File: config.mk
export PLATFORM = sky130hd
export DESIGN_NAME = fll_cfg_master
export DESIGN_NICKNAME = d
export VERILOG_FILES = /design/src/rtl/fll_cfg_master.sv
export SDC_FILE = /design/constraint.sdc
export NUM_CORES = 1
export LEC_CHECK = 0
export ABC_AREA = 1
export BUFFER_PORTS_ARGS = -buffer_cell sky130_fd_sc_hd__buf_2
export CORE_MARGIN = 2
export CORE_UTILIZATION = 45
export DETAILED_ROUTE_END_ITERATION = 12
export GPL_ROUTABILITY_DRIVEN = 1
export PLACE_DENSITY = 0.74
export SETUP_SLACK_MARGIN = 0.1
export SYNTH_ARGS = -nofsm -noshare
export SYNTH_HDL_FRONTEND = slang
export SYNTH_SLANG_ARGS = --single-unit
File: constraint.sdc
create_clock -name clk_i -period 1.4 [get_ports clk_i]
set_input_delay 0 -clock clk_i [delete_from_list [all_inputs] [get_ports clk_i]]
set_output_delay 0 -clock clk_i [all_outputs]
set_load 0.02 [all_outputs]
File: src/rtl/fll_cfg_master.sv
// fll_cfg_master: single-beat command to four-phase req/ack initiator for the FLL config port, plus lock synchronizer.
// Optional feature macro: FLL_CFG_TIMEOUT_EN (per-phase handshake timeout and rsp_err_o).
// Ports:
//   clk_i, rstn_i                 SoC clock, asynchronous active-low reset
//   cmd_valid_i / cmd_ready_o     command handshake; cmd_wrn_i (1 = read), cmd_add_i, cmd_wdata_i
//   rsp_valid_o                   one-cycle completion pulse with rsp_rdata_o and rsp_err_o
//   fll_req_o, fll_wrn_o, fll_add_o, fll_data_o   to the FLL config port
//   fll_ack_i (asynchronous), fll_r_data_i         from the FLL config port
//   fll_lock_i / lock_o           raw and synchronized FLL lock
module fll_cfg_master #(
    parameter int SYNC_STAGES    = 2,
    parameter int TIMEOUT_CYCLES = 1024
) (
    input  logic        clk_i,
    input  logic        rstn_i,
    input  logic        cmd_valid_i,
    output logic        cmd_ready_o,
    input  logic        cmd_wrn_i,
    input  logic [1:0]  cmd_add_i,
    input  logic [31:0] cmd_wdata_i,
    output logic        rsp_valid_o,
    output logic [31:0] rsp_rdata_o,
    output logic        rsp_err_o,
    output logic        fll_req_o,
    output logic        fll_wrn_o,
    output logic [1:0]  fll_add_o,
    output logic [31:0] fll_data_o,
    input  logic        fll_ack_i,
    input  logic [31:0] fll_r_data_i,
    input  logic        fll_lock_i,
    output logic        lock_o
);
    typedef enum logic [1:0] {IDLE = 2'd0, REQ = 2'd1, WAIT_LOW = 2'd2} state_t;

    if (SYNC_STAGES < 2 || TIMEOUT_CYCLES < 4) begin : g_param_check
        $error("fll_cfg_master: SYNC_STAGES must be >= 2 and TIMEOUT_CYCLES >= 4");
    end

    state_t            r_state, w_state;
    logic [SYNC_STAGES-1:0] r_ack_sync, r_lock_sync;
    logic              r_ready;
    logic              r_req, w_req;
    logic              r_wrn, w_wrn;
    logic [1:0]        r_add, w_add;
    logic [31:0]       r_data, w_data;
    logic [31:0]       r_cap, w_cap;
    logic              r_err, w_err;
    logic              r_rsp_valid, w_rsp_valid;
    logic [31:0]       r_rsp_rdata, w_rsp_rdata;
    logic              r_rsp_err, w_rsp_err;
    logic              w_ack_s, w_accept, w_to;

    assign w_ack_s  = r_ack_sync[SYNC_STAGES-1];
    assign w_accept = cmd_valid_i & r_ready;

`ifdef FLL_CFG_TIMEOUT_EN
    localparam int CW = $clog2(TIMEOUT_CYCLES);
    logic [CW-1:0] r_cnt;
    assign w_to = (r_state != IDLE) && (r_cnt == CW'(TIMEOUT_CYCLES - 1));
    // Restarts on every state change so each phase gets its own budget.
    always_ff @(posedge clk_i or negedge rstn_i) begin
        if (!rstn_i) r_cnt <= '0;
        else         r_cnt <= (w_state != r_state) ? '0 : (r_state == IDLE) ? r_cnt : r_cnt + CW'(1);
    end
`else
    assign w_to = 1'b0;
`endif

    always_comb begin
        w_state     = r_state;
        w_req       = r_req;
        w_wrn       = r_wrn;
        w_add       = r_add;
        w_data      = r_data;
        w_cap       = r_cap;
        w_err       = r_err;
        w_rsp_valid = 1'b0;
        w_rsp_rdata = r_rsp_rdata;
        w_rsp_err   = r_rsp_err;
        case (r_state)
            IDLE: if (w_accept) begin
                w_wrn   = cmd_wrn_i;
                w_add   = cmd_add_i;
                w_data  = cmd_wdata_i;
                w_req   = 1'b1;
                w_err   = 1'b0;
                w_cap   = '0;
                w_state = REQ;
            end
            REQ: if (w_ack_s) begin
                // Read data is sampled only once the synchronized ack proves it stable.
                w_cap   = r_wrn ? fll_r_data_i : '0;
                w_req   = 1'b0;
                w_state = WAIT_LOW;
            end else if (w_to) begin
                w_req   = 1'b0;
                w_err   = 1'b1;
                w_state = WAIT_LOW;
            end
            WAIT_LOW: if (!w_ack_s || w_to) begin
                w_rsp_valid = 1'b1;
                w_rsp_err   = r_err | w_to;
                w_rsp_rdata = (r_err | w_to) ? '0 : r_cap;
                w_state     = IDLE;
            end
            default: w_state = IDLE;
        endcase
    end

    always_ff @(posedge clk_i or negedge rstn_i) begin
        if (!rstn_i) begin
            r_state     <= IDLE;
            r_ack_sync  <= '0;
            r_lock_sync <= '0;
            r_ready     <= 1'b0;
            r_req       <= 1'b0;
            r_wrn       <= 1'b0;
            r_add       <= '0;
            r_data      <= '0;
            r_cap       <= '0;
            r_err       <= 1'b0;
            r_rsp_valid <= 1'b0;
            r_rsp_rdata <= '0;
            r_rsp_err   <= 1'b0;
        end else begin
            r_state     <= w_state;
            r_ack_sync  <= {r_ack_sync[SYNC_STAGES-2:0], fll_ack_i};
            r_lock_sync <= {r_lock_sync[SYNC_STAGES-2:0], fll_lock_i};
            r_ready     <= (w_state == IDLE);
            r_req       <= w_req;
            r_wrn       <= w_wrn;
            r_add       <= w_add;
            r_data      <= w_data;
            r_cap       <= w_cap;
            r_err       <= w_err;
            r_rsp_valid <= w_rsp_valid;
            r_rsp_rdata <= w_rsp_rdata;
            r_rsp_err   <= w_rsp_err;
        end
    end

    assign cmd_ready_o = r_ready;
    assign fll_req_o   = r_req;
    assign fll_wrn_o   = r_wrn;
    assign fll_add_o   = r_add;
    assign fll_data_o  = r_data;
    assign rsp_valid_o = r_rsp_valid;
    assign rsp_rdata_o = r_rsp_rdata;
    assign rsp_err_o   = r_rsp_err;
    assign lock_o      = r_lock_sync[SYNC_STAGES-1];
endmodule

* After elaboration in Yosys (flattened, before gate mapping)
Cells that the tools add are included.
Cells by class: add/subtract/negate cells 0, multiply operators 0, divide/modulo/power cells 0, order comparisons 0, equal/unequal tests 4, shift operators 0, muxes and demuxes 13, bitwise gates (word level) 2, reductions and logical operators 6
Operators by type and width (number):
- $mux 32 | 3
- $pmux 32 s2 | 1
- $mux 2 | 3
- $pmux 2 s3 | 1
- $logic_not 2->1 | 2
- $mux 1 | 4
- $ne 2x2->1 const B | 2
- $reduce_and 2->1 | 2
- $reduce_and 3->1 | 1
- $eq 2x1->1 const B | 1
- $eq 2x2->1 const B | 1
- $pmux 1 s2 | 1
- $reduce_bool 2->1 | 1
- $and 1x1->1 | 1
- $not 1->1 | 1
Word-level totals: register bits 108, latch bits 0, RAM bits 0, ROM bits 0, output and inout port bits 72, logic and storage cells 36, memories 0

* Longest topological paths before layout
depth in word-level cells 4, depth in mapped cells 6, depth with buffers taken out 5

* Worst setup path after synthesis
Ideal clock, no wire load.
kind register to register, start point reg r_ready, in the netlist cmd_ready_o, end point reg r_cap[10], setup time 116 ps, arrival 1168 ps, slack 115 ps, stages on the path, launching flop included 7, path buffers 1, clock period less this slack 1285 ps, cells stage by stage dfrtp_1 > nand2_1 > a21oi_2 > nand2_1 > buf_2 > nand2_1 > nand2_1
On the way: cells in the longest elaborated chain, start to end 3
Ends and longest elaborated chain:
- start: declaration | line 41 | logic r_ready;
- start signal: assignment | line 129 | r_ready <= (w_state == IDLE);
- $and 1x1->1 | line 54 | assign w_accept = cmd_valid_i & r_ready;
- $ne 2x2->1 (no source line)
- $reduce_and 3->1 (no source line)
- end signal: assignment | line 134 | r_cap <= w_cap;
- end: declaration | line 46 | logic [31:0] r_cap, w_cap;
Every way passes these cells. A chain may end at the register's enable or synchronous reset.

* Final worst setup path
start point reg r_ready, in the netlist cmd_ready_o, end point reg r_cap[2]
The elaborated chain is that of the path after synthesis.

==> metrics.md <==
| Metric | Value |
|---|---|
| Status | `completed` |
| Number of core rows | `36` |
| Overflow left after global routing | `0` |
| Remaining antenna violation count | `0` |
| Ratio of cells with drive above 1 in the final layout | `0.248` |
| Layout area overhead | `41.6%` |
| Wire length of the first global-routing pass | `18000 um` |
| Die height | `103 um` |
| Critical path's most frequent cell | `nand2_1` |
| Number of vias in the routed layout | `4082` |
| Sequential area share after synthesis | `0.617` |
| Hold Violations, Final | `0` |
| Required time reported for the critical path endpoint | `1.65 ns` |
| Count of pins on the block boundary | `144` |
| Initial antenna violation count | `0` |
| Shortest clock period the worst path allows after layout | `1.22 ns` |
| Clk Latency, worst-skew pair | `0.36 ns` |
| DRC | `0` |
| Cell area after technology mapping | `4380 um2` |
| NumNets Final | `795` |
| Capturing element type of the critical path | `register` |
| Highest attainable clock frequency | `823 MHz` |
| Critical Path, Cell by Cell | `nand2_1 -> a21oi_4 -> nand2_2 -> clkbuf_16 -> nand2_1 -> nand2_1` |
| Kind of cell with the highest combined delay on the critical path | `flip-flops` |
| Stage delay of the slowest cell on the critical path | `0.35 ns` |
| Unrepaired setup endpoints after global routing | `no` |
| Post-Route WL | `11500 um` |
| Post-synth net total | `593` |
| Yosys Warn Count | `0` |
| Cell count along the critical path | `6` |
| Gate count of the mapped netlist | `521` |
| Number of antenna repair diodes | `0` |
| Average wire per cell in the routed design | `13.4 um` |
| Reported leakage power | `3.51 nW` |
| Sequential fraction of design power | `0.402` |
| Met1 Use GR | `0.274` |
| First-iteration detailed-routing DRC count | `142` |
| Number of buffers and inverters on the critical path | `1` |
| TritonCTS buffer count | `9` |
| Average vias per placed instance | `4.75` |
| Path category of the worst min-delay check | `input pin to register` |
| Tcrit/Tclk final | `0.868` |
| Maximum vdd ir drop | `0.999 mV` |
| Vias in the first global route | `3881` |
| Busiest layer in global routing | `met2` |
| Startpoint types | `register` |
| Met2 usage in global routing | `0.370` |
| Maximum number of pins on one net before global-route repair | `55` |
| Worst setup slack after placement | `0.0403 ns` |
| Die X-Extent | `103 um` |
| Hold-critical path depth | `5` |
| Syn avg cell area | `8.41 um2` |
| Placer's final routability congestion estimate | `0.756` |
| Setup slack after layout | `0.185 ns` |
| Netlist cell types | `14` |
| Max Slew Vio Count | `0` |
| Iteration count of the initial detailed-routing pass | `4` |
| Maximum clock skew at final layout | `0.0163 ns` |
| Port bufs | `142` |
| CP Class | `register to register` |
| Worst Reg2Reg Path Length in Cells | `6` |
| Clock sink count | `108` |
| Sw Share | `0.435` |
| Clock transition at the registers of the reported paths | `0.09 ns` |
| Top fanout value on the critical path | `16` |
| Library cell contributing the largest single delay on the critical path | `dfrtp_1` |
| Clock Tree Root | `clkbuf_8` |
| Combinational fraction of design power | `0.460` |
| Worst Path Arrival | `1.46 ns` |
| Post-DP HPWL | `7010 um` |
| Share of total power in the clock network | `0.138` |
| Flip-flop and latch count after synthesis | `108` |
| Full die area | `10500 um2` |
| Overall routing resource usage | `0.218` |
| Total negative slack for setup checks | `0 ns` |
| Setup violations, final | `0` |
| M3 GR Usage | `0.0549` |
| Max clock buf depth | `2` |
| Switching component of the power | `5.30 mW` |
| CTS H-tree lvls | `3` |
| Initial core utilization | `0.457` |
| Total core area | `9590 um2` |
| Power per cell area | `1960 nW/um2` |
| Maxcap violations | `0` |
| Cell-internal power | `6.89 mW` |
| TritonCTS clock tree | `built` |
## worst reg2reg max path, delay by kind of cell, from the launching register on
family	cells	cell delay [ns]
simple gates	4	0.35
buf+inv	1	0.20
compound gates	1	0.23
flops	1	0.35
## registers in the layout, summed over array words and instances (netlist names)
| name | cells |
|---|---|
| r_lock_sync | 2 |
| r_ack_sync | 2 |
| fll_wrn_o | 1 |
| rsp_valid_o | 1 |
| rsp_rdata_o | 32 |
| cmd_ready_o | 1 |
| fll_data_o | 32 |
| fll_req_o | 1 |
| r_state | 2 |
| r_cap | 32 |
| fll_add_o | 2 |
## Yosys cell counts, drive strengths merged
library cell    n  area [um2]
inv             5        18.8
dfrtp         108        2700
nor2           34         130
nand2         270        1020
conb            1        3.75
a21oi           2        13.8
clkbuf          8        30.0
nand3          69         345
buf            24         123
## stage by stage
stage	total power, mW	cells	utilization	area [um2]	hold WS [ns]
after global placement	10.0	778	0.555	5320	-0.106
final	12.2	860	0.647	6210	0.0205
after CTS	12.1	859	0.641	6150	0.00116
after floorplan	8.15	521	-	4380	-0.296
after detailed placement	10.2	778	0.555	5320	-0.104
after global routing	13.0	860	0.647	6210	0.0285
## timing repair
item,4_1_cts,5_1_grt
endpoints found under the hold margin,172,0
gates resized for setup,1,8
pin swaps,1,1
setup endpoints to repair,53,58
buffers inserted,1,0
gates cloned,0,1
hold buffers,65,0
## metal layers
metal  share of wire  vias up
li1                -     2011
met1            0.42     1914
met2            0.50      146
met3           0.071       11
met4           0.010        0
met5               0        -
## power groups by stage
| stage | logic [mW] | registers, mW | clock network [mW] |
|---|---|---|---|
| floorplan | 2.21 | 5.94 | 0 |
| global placement | 5.15 | 4.88 | 0 |
| detailed placement | 5.29 | 4.91 | 0 |
| CTS | 5.45 | 4.88 | 1.73 |
| global route | 6.13 | 5.03 | 1.85 |
| finish | 5.61 | 4.91 | 1.68 |
## cells in the final DEF, fill, tap and decap left out
master,netlist,layout
buf_4,1,7
buf_2,23,141
clkbuf_16,0,1
nand2_1,269,268
clkbuf_1,8,1
clkinvlp_4,0,2
inv_2,3,2
nor2_2,1,1
buf_12,0,8
nand3_1,69,69
a21oi_4,0,1
conb_1,1,1
bufinv_16,0,1
a21oi_1,1,1
nor2_1,33,33
inv_1,2,2
inv_6,0,2
buf_8,0,1
dfrtp_1,108,107
dlygate4sd3_1,0,65
clkbuf_8,0,9
dfrtp_2,0,1
clkinv_2,0,1
nand2_2,1,2
## layout make-up
class | instances | area (um2)
clock buffers | 10 | 128
fillers | 796 | 3390
multi-input cells | 376 | 1520
flip-flops and latches | 108 | 2700
well taps | 133 | 166
inverters | 5 | 45.0
repair buffers | 223 | 1610
clock inverters | 5 | 37.5
## logic make-up after synthesis
| logic type | after synthesis | synth area share |
|---|---|---|
| other | 1 | 0.000856 |
| flip-flops | 108 | 0.617 |
| AND/OR/NAND/NOR | 373 | 0.340 |
| buffers and inverters | 37 | 0.0391 |
| AO/OA/AOI/OAI | 2 | 0.00314 |
## path summary, 6_finish.rpt
kind	start	end	slack, ns
min in group asynchronous	rstn_i	rsp_rdata_o[7]$_DFFE_PN0P_	0.06
setup reg to reg	cmd_ready_o$_DFF_PN0_	r_cap[2]$_DFFE_PN0P_	0.18
hold reg to reg	r_ack_sync[0]$_DFF_PN0_	r_ack_sync[1]$_DFF_PN0_	0.35
setup / recovery	cmd_ready_o$_DFF_PN0_	r_cap[2]$_DFFE_PN0P_	0.18
hold / removal	fll_r_data_i[6]	r_cap[6]$_DFFE_PN0P_	0.02
max in group asynchronous	rstn_i	r_state[1]$_DFF_PN0_	0.76
Power figures use the tool's default switching activity.
